===== src/rtl/data_28x3_ctrl.sv =====
// Sweep-initialises a 28x3 register file, then arbitrates its write port and serves registered reads.
// Latency: writes land at the next edge; read response is one cycle after the request; sweep takes 28 cycles.
// Backpressure: write readies drop to 0 during the sweep, on flush cycles, and for the requester that loses contention.
module data_28x3_ctrl #(
    parameter int              ENTRIES    = 28,
    parameter int              WIDTH      = 3,
    parameter int              AW         = 5,
    parameter logic [WIDTH-1:0] INIT_VALUE = '0
) (
    input  logic             clock,
    input  logic             reset,
    input  logic             io_flush,
    output logic             io_ready,
    input  logic             io_w0_valid,
    output logic             io_w0_ready,
    input  logic [AW-1:0]    io_w0_addr,
    input  logic [WIDTH-1:0] io_w0_data,
    input  logic             io_w1_valid,
    output logic             io_w1_ready,
    input  logic [AW-1:0]    io_w1_addr,
    input  logic [WIDTH-1:0] io_w1_data,
    input  logic             io_r_valid,
    input  logic [AW-1:0]    io_r_addr,
    output logic             io_r_resp_valid,
    output logic [WIDTH-1:0] io_r_resp_data,
    output logic             io_r_resp_oob,
    output logic [AW-1:0]    mem_R0_addr,
    output logic             mem_R0_en,
    input  logic [WIDTH-1:0] mem_R0_data,
    output logic [AW-1:0]    mem_W0_addr,
    output logic             mem_W0_en,
    output logic [WIDTH-1:0] mem_W0_data
);

    typedef enum logic {ST_INIT, ST_RUN} state_t;

    // One extra bit so the range check works even when ENTRIES == 2**AW.
    localparam logic [AW:0]   ENT_LIM  = (AW+1)'(ENTRIES);
    localparam logic [AW-1:0] LAST_ROW = AW'(ENTRIES - 1);

    state_t           state_q, state_d;
    logic [AW-1:0]    cnt_q, cnt_d;
    logic             rr_q, rr_d;          // 0: w0 wins the next contention, 1: w1 wins
    logic             resp_vld_q, resp_vld_d;
    logic [WIDTH-1:0] resp_dat_q, resp_dat_d;
    logic             resp_oob_q, resp_oob_d;
    logic             g0, g1, r_oob;

    assign io_r_resp_valid = resp_vld_q;
    assign io_r_resp_data  = resp_dat_q;
    assign io_r_resp_oob   = resp_oob_q;
    assign io_w0_ready     = g0;
    assign io_w1_ready     = g1;
    assign mem_R0_addr     = io_r_addr;
    assign r_oob           = ({1'b0, io_r_addr} >= ENT_LIM);

    // Next-state, arbitration and memory-port drive; reset cycle is held quiet on the memory side.
    always_comb begin
        state_d     = state_q;
        cnt_d       = cnt_q;
        rr_d        = rr_q;
        resp_vld_d  = 1'b0;
        resp_dat_d  = resp_dat_q;
        resp_oob_d  = resp_oob_q;
        io_ready    = 1'b0;
        g0          = 1'b0;
        g1          = 1'b0;
        mem_R0_en   = 1'b0;
        mem_W0_en   = 1'b0;
        mem_W0_addr = '0;
        mem_W0_data = '0;
        if (!reset) begin
            case (state_q)
                ST_INIT: begin
                    // Flush is deliberately not looked at here: the sweep always completes.
                    mem_W0_en   = 1'b1;
                    mem_W0_addr = cnt_q;
                    mem_W0_data = INIT_VALUE;
                    if (cnt_q == LAST_ROW) begin
                        cnt_d   = '0;
                        state_d = ST_RUN;
                    end else begin
                        cnt_d = cnt_q + 1'b1;
                    end
                end
                default: begin
                    io_ready = 1'b1;
                    if (io_flush) begin
                        // Flush cycle is dead: no grant, no read; pointer survives.
                        state_d = ST_INIT;
                        cnt_d   = '0;
                    end else begin
                        g0 = io_w0_valid && (!io_w1_valid || !rr_q);
                        g1 = io_w1_valid && (!io_w0_valid ||  rr_q);
                        if (io_w0_valid && io_w1_valid) begin
                            rr_d = ~rr_q;
                        end
                        if (g0) begin
                            mem_W0_addr = io_w0_addr;
                            mem_W0_data = io_w0_data;
                            mem_W0_en   = ({1'b0, io_w0_addr} < ENT_LIM);
                        end else if (g1) begin
                            mem_W0_addr = io_w1_addr;
                            mem_W0_data = io_w1_data;
                            mem_W0_en   = ({1'b0, io_w1_addr} < ENT_LIM);
                        end
                        if (io_r_valid) begin
                            mem_R0_en  = 1'b1;
                            resp_vld_d = 1'b1;
                            resp_oob_d = r_oob;
                            resp_dat_d = r_oob ? '0 : mem_R0_data;
                        end
                    end
                end
            endcase
        end
    end

    // State, sweep counter, round-robin pointer and response registers.
    always_ff @(posedge clock) begin
        if (reset) begin
            state_q    <= ST_INIT;
            cnt_q      <= '0;
            rr_q       <= 1'b0;
            resp_vld_q <= 1'b0;
            resp_dat_q <= '0;
            resp_oob_q <= 1'b0;
        end else begin
            state_q    <= state_d;
            cnt_q      <= cnt_d;
            rr_q       <= rr_d;
            resp_vld_q <= resp_vld_d;
            resp_dat_q <= resp_dat_d;
            resp_oob_q <= resp_oob_d;
        end
    end

endmodule


===== config.mk =====
export PLATFORM = sky130hd
export DESIGN_NAME = data_28x3_ctrl
export DESIGN_NICKNAME = d
export VERILOG_FILES = /design/src/rtl/data_28x3_ctrl.sv
export SDC_FILE = /design/constraint.sdc
export NUM_CORES = 1
export LEC_CHECK = 0
export BUFFER_PORTS_ARGS = -buffer_cell sky130_fd_sc_hd__buf_2
export CORE_MARGIN = 5
export CORE_UTILIZATION = 42
export DETAILED_ROUTE_END_ITERATION = 12
export PLACE_DENSITY = 0.94
export SETUP_SLACK_MARGIN = 0.1
export SLEW_MARGIN = 5
export SYNTH_ARGS = -nofsm -noshare
export SYNTH_HDL_FRONTEND = slang
export SYNTH_SLANG_ARGS = --single-unit

===== constraint.sdc =====
create_clock -name clock -period 3.68 [get_ports clock]
set_input_delay 0.368 -clock clock [delete_from_list [all_inputs] [get_ports clock]]
set_output_delay 0.368 -clock clock [all_outputs]
set_load 0.02 [all_outputs]

==> flow_summary.json <==
{
  "outcome": "completed",
  "synth.ff_latch_count": 12,
  "yosysMostFrequentCell": "dfxtp_1",
  "cts-root-buf": "clkbuf_4",
  "cp_slowest_cell": "dfxtp_1",
  "routed_wl_microns": 2150,
  "critical_path.cell_chain": "nor3b_1 > and3_1 > a221o_1 > buf_2",
  "synthFlopType": "dfxtp_1",
  "ctsResizeCount": 0,
  "clk_latency_ps": 270,
  "crit_path_end_kind": "primary output",
  "netSwitchingPower_mw": 0.0669,
  "drc": 0,
  "worst_ir_drop_vdd_mv": 0.147,
  "ant_nets": 0,
  "diodes": 0,
  "gr-usage-all-layers_pct": 15.8,
  "cts_buffer_depth": 2,
  "startpoint": "state_q",
  "core_sq_um": 1690,
  "finalNetCount": 160,
  "p_comb_share_pct": 17.5,
  "ys_warn_count": 0,
  "grt_first_pass_wirelength_microns": 3220,
  "fillers": 147,
  "grt_pass1_vias": 787,
  "seq_area_frac_synth_pct": 32.7,
  "holdCritPathClass": "in2reg",
  "avgSynthCellArea_sq_um": 8.64,
  "start_util_pct": 43.5,
  "p_int_mw": 0.192,
  "syn_nets": 116,
  "die_y_microns": 51.8,
  "final_hold_viol_count": 0,
  "multi_input_area_sq_um": 427,
  "dp_cells": 141,
  "critical_path_class": "reg2out",
  "synthCells": 85,
  "row_count": 15,
  "cp_slowest_stage_delay_ps": 510,
  "p_seq_share_pct": 52.6,
  "finalMaxSlewViolations": 0,
  "yosys.area.top_type": "dfxtp_1",
  "htreeDepth": 1,
  "cp_data_arrival_time_ps": 2030,
  "cts_tree": "yes",
  "setup_viol": 0,
  "clock-sinks": 12,
  "vias_per_cell": 5.72,
  "die_area_sq_um": 2680,
  "grt_overflow_total": 0,
  "path_max_fanout": 11,
  "ys_top_cells_by_area": "dfxtp_1 (33%), a221o_1 (5.5%), buf_4 (5.1%), nand3_1 (4.8%), a22o_2 (4.1%)",
  "hold_start": "mem_R0_data[0]",
  "rsz0062_at_grt": "false",
  "wl_per_cell_microns": 15.0,
  "syn2layout_area_growth_pct": 30.5,
  "slew_headroom_pct": 68.4,
  "drt-pass1-iter-count": 4,
  "critical_path_required_ps": 3310,
  "finalNonFillerCells": 144,
  "drt_iter0_drc": 23,
  "hold_buffers": 0,
  "fin_worst_skew_ps": 5.49,
  "vias": 823,
  "cap_violations": 0,
  "clkTransAtPathRegs_ps": 70,
  "p_clk_share_pct": 29.9,
  "io_buffers": 48,
  "grt_max_degree": 14,
  "regToRegStartpoint": "state_q",
  "synth_top_cell_area_share_pct": 32.7,
  "swShare_pct": 25.8,
  "fin_tns_setup_ps": 0,
  "postCtsSetupBuffers": 0,
  "drive_gt1_share_pct": 46.5,
  "cts-buffers-inserted": 3,
  "tightest_slew_ps": 473,
  "synthArstFlopShare_pct": 0,
  "synth_commonest_cells": "dfxtp_1 (12), nand3_1 (7), a21oi_1 (5), buf_4 (5)",
  "ios": 53,
  "synth_edf_count": 0,
  "min_period_ps": 2390,
  "dpl.hpwl_microns": 1730,
  "p_leak_nw": 0.492,
  "power.density_nw_per_um2": 270,
  "gp_congestion": 0.751,
  "antenna_found_initial": 0,
  "clock.fmax_mhz": 418,
  "crit_path_start_kind": "flip-flop",
  "syn-cell-area_sq_um": 734,
  "regArea_sq_um": 240,
  "fin_crit_sh_pct": 65.0,
  "synth.distinct_cells": 35,
  "die_w_microns": 51.8
}
## layout by cell type, fill, tap and decap left out, types with 2 or more instances in the layout
cell / count
a211oi_1: 2
a21oi_1: 5
a221o_1: 4
a22o_1: 2
a22o_2: 3
and2_1: 3
and3_1: 4
buf_2: 48
clkbuf_4: 3
dfxtp_1: 12
nand2_1: 4
nand3_1: 7
nand3b_1: 2
nand4b_1: 2
nor2_1: 3
nor3_1: 2
o21ai_0: 4
## logic make-up (layout without fill, tap and decap cells)
logic type               Yosys count  after routing  synth area share [%]
AND/OR/NAND/NOR                   35             35                  27.8
AO/OA/AOI/OAI                     26             26                  27.4
flip-flops                        12             12                  32.7
buffers and inverters             10             52                  9.20
adder cells (fa/ha/maj)            1              1                  1.70
XOR/XNOR                           1              1                  1.19
## critical path: cells and delay by family, from the launching register on
kind            cells  cell delay (ps)
simple gates        2              870
flops               1              510
buf+inv             1              160
compound gates      1              210
## final timing paths
| path | endpoint | slack [ps] | cells past startpoint |
|---|---|---|---|
| hold reg to reg | io_r_resp_data[0] | 450 | 2 |
| hold / removal | io_r_resp_data[0] | 360 | 3 |
| setup / recovery | mem_W0_addr[3] | 1290 | 4 |
| setup reg to reg | cnt_q[3] | 2190 | 4 |
## area by class of cell
class	count	share of cell area, %
Clock buffer	3	2.35
Multi-Input combinational cell	63	44.5
Sequential cell	12	25.1
Tap cell	17	2.22
Timing Repair Buffer	49	25.8
## state kept, by name (all words and copies together), names as in the netlist
| name | cells |
|---|---|
| io_r_resp_oob | 1 |
| io_r_resp_data | 3 |
| cnt_q | 5 |
| state_q | 1 |
| io_r_resp_valid | 1 |
| rr_q | 1 |
## through the flow
stage	setup WS (ps)	hold slack [ps]	instance area (sq um)	utilization (%)	total power [mW]
final	1290	364	958	56.7	0.259
after detailed placement	1600	445	936	55.4	0.184
after global placement	1670	454	936	55.4	0.183
after CTS	1310	355	958	56.7	0.263
after floorplan	1860	460	734	-	0.165
after global routing	1100	364	958	56.7	0.274
## routing by layer
metal  share of wire [%]  GRT usage (%)
met1                  36           14.8
met2                  54           31.4
met3                 8.9           3.15
met4                 1.5           8.73
met5                   0              0
## power groups by stage
stage / sequential, mW / combinational (mW) / clock [mW]
floorplan: 0.138 / 0.0268 / 0
global placement: 0.139 / 0.0436 / 0
detailed placement: 0.139 / 0.0449 / 0
CTS: 0.136 / 0.0452 / 0.0816
global route: 0.137 / 0.0491 / 0.0880
finish: 0.136 / 0.0454 / 0.0773
(Power assumes the default switching activity.)
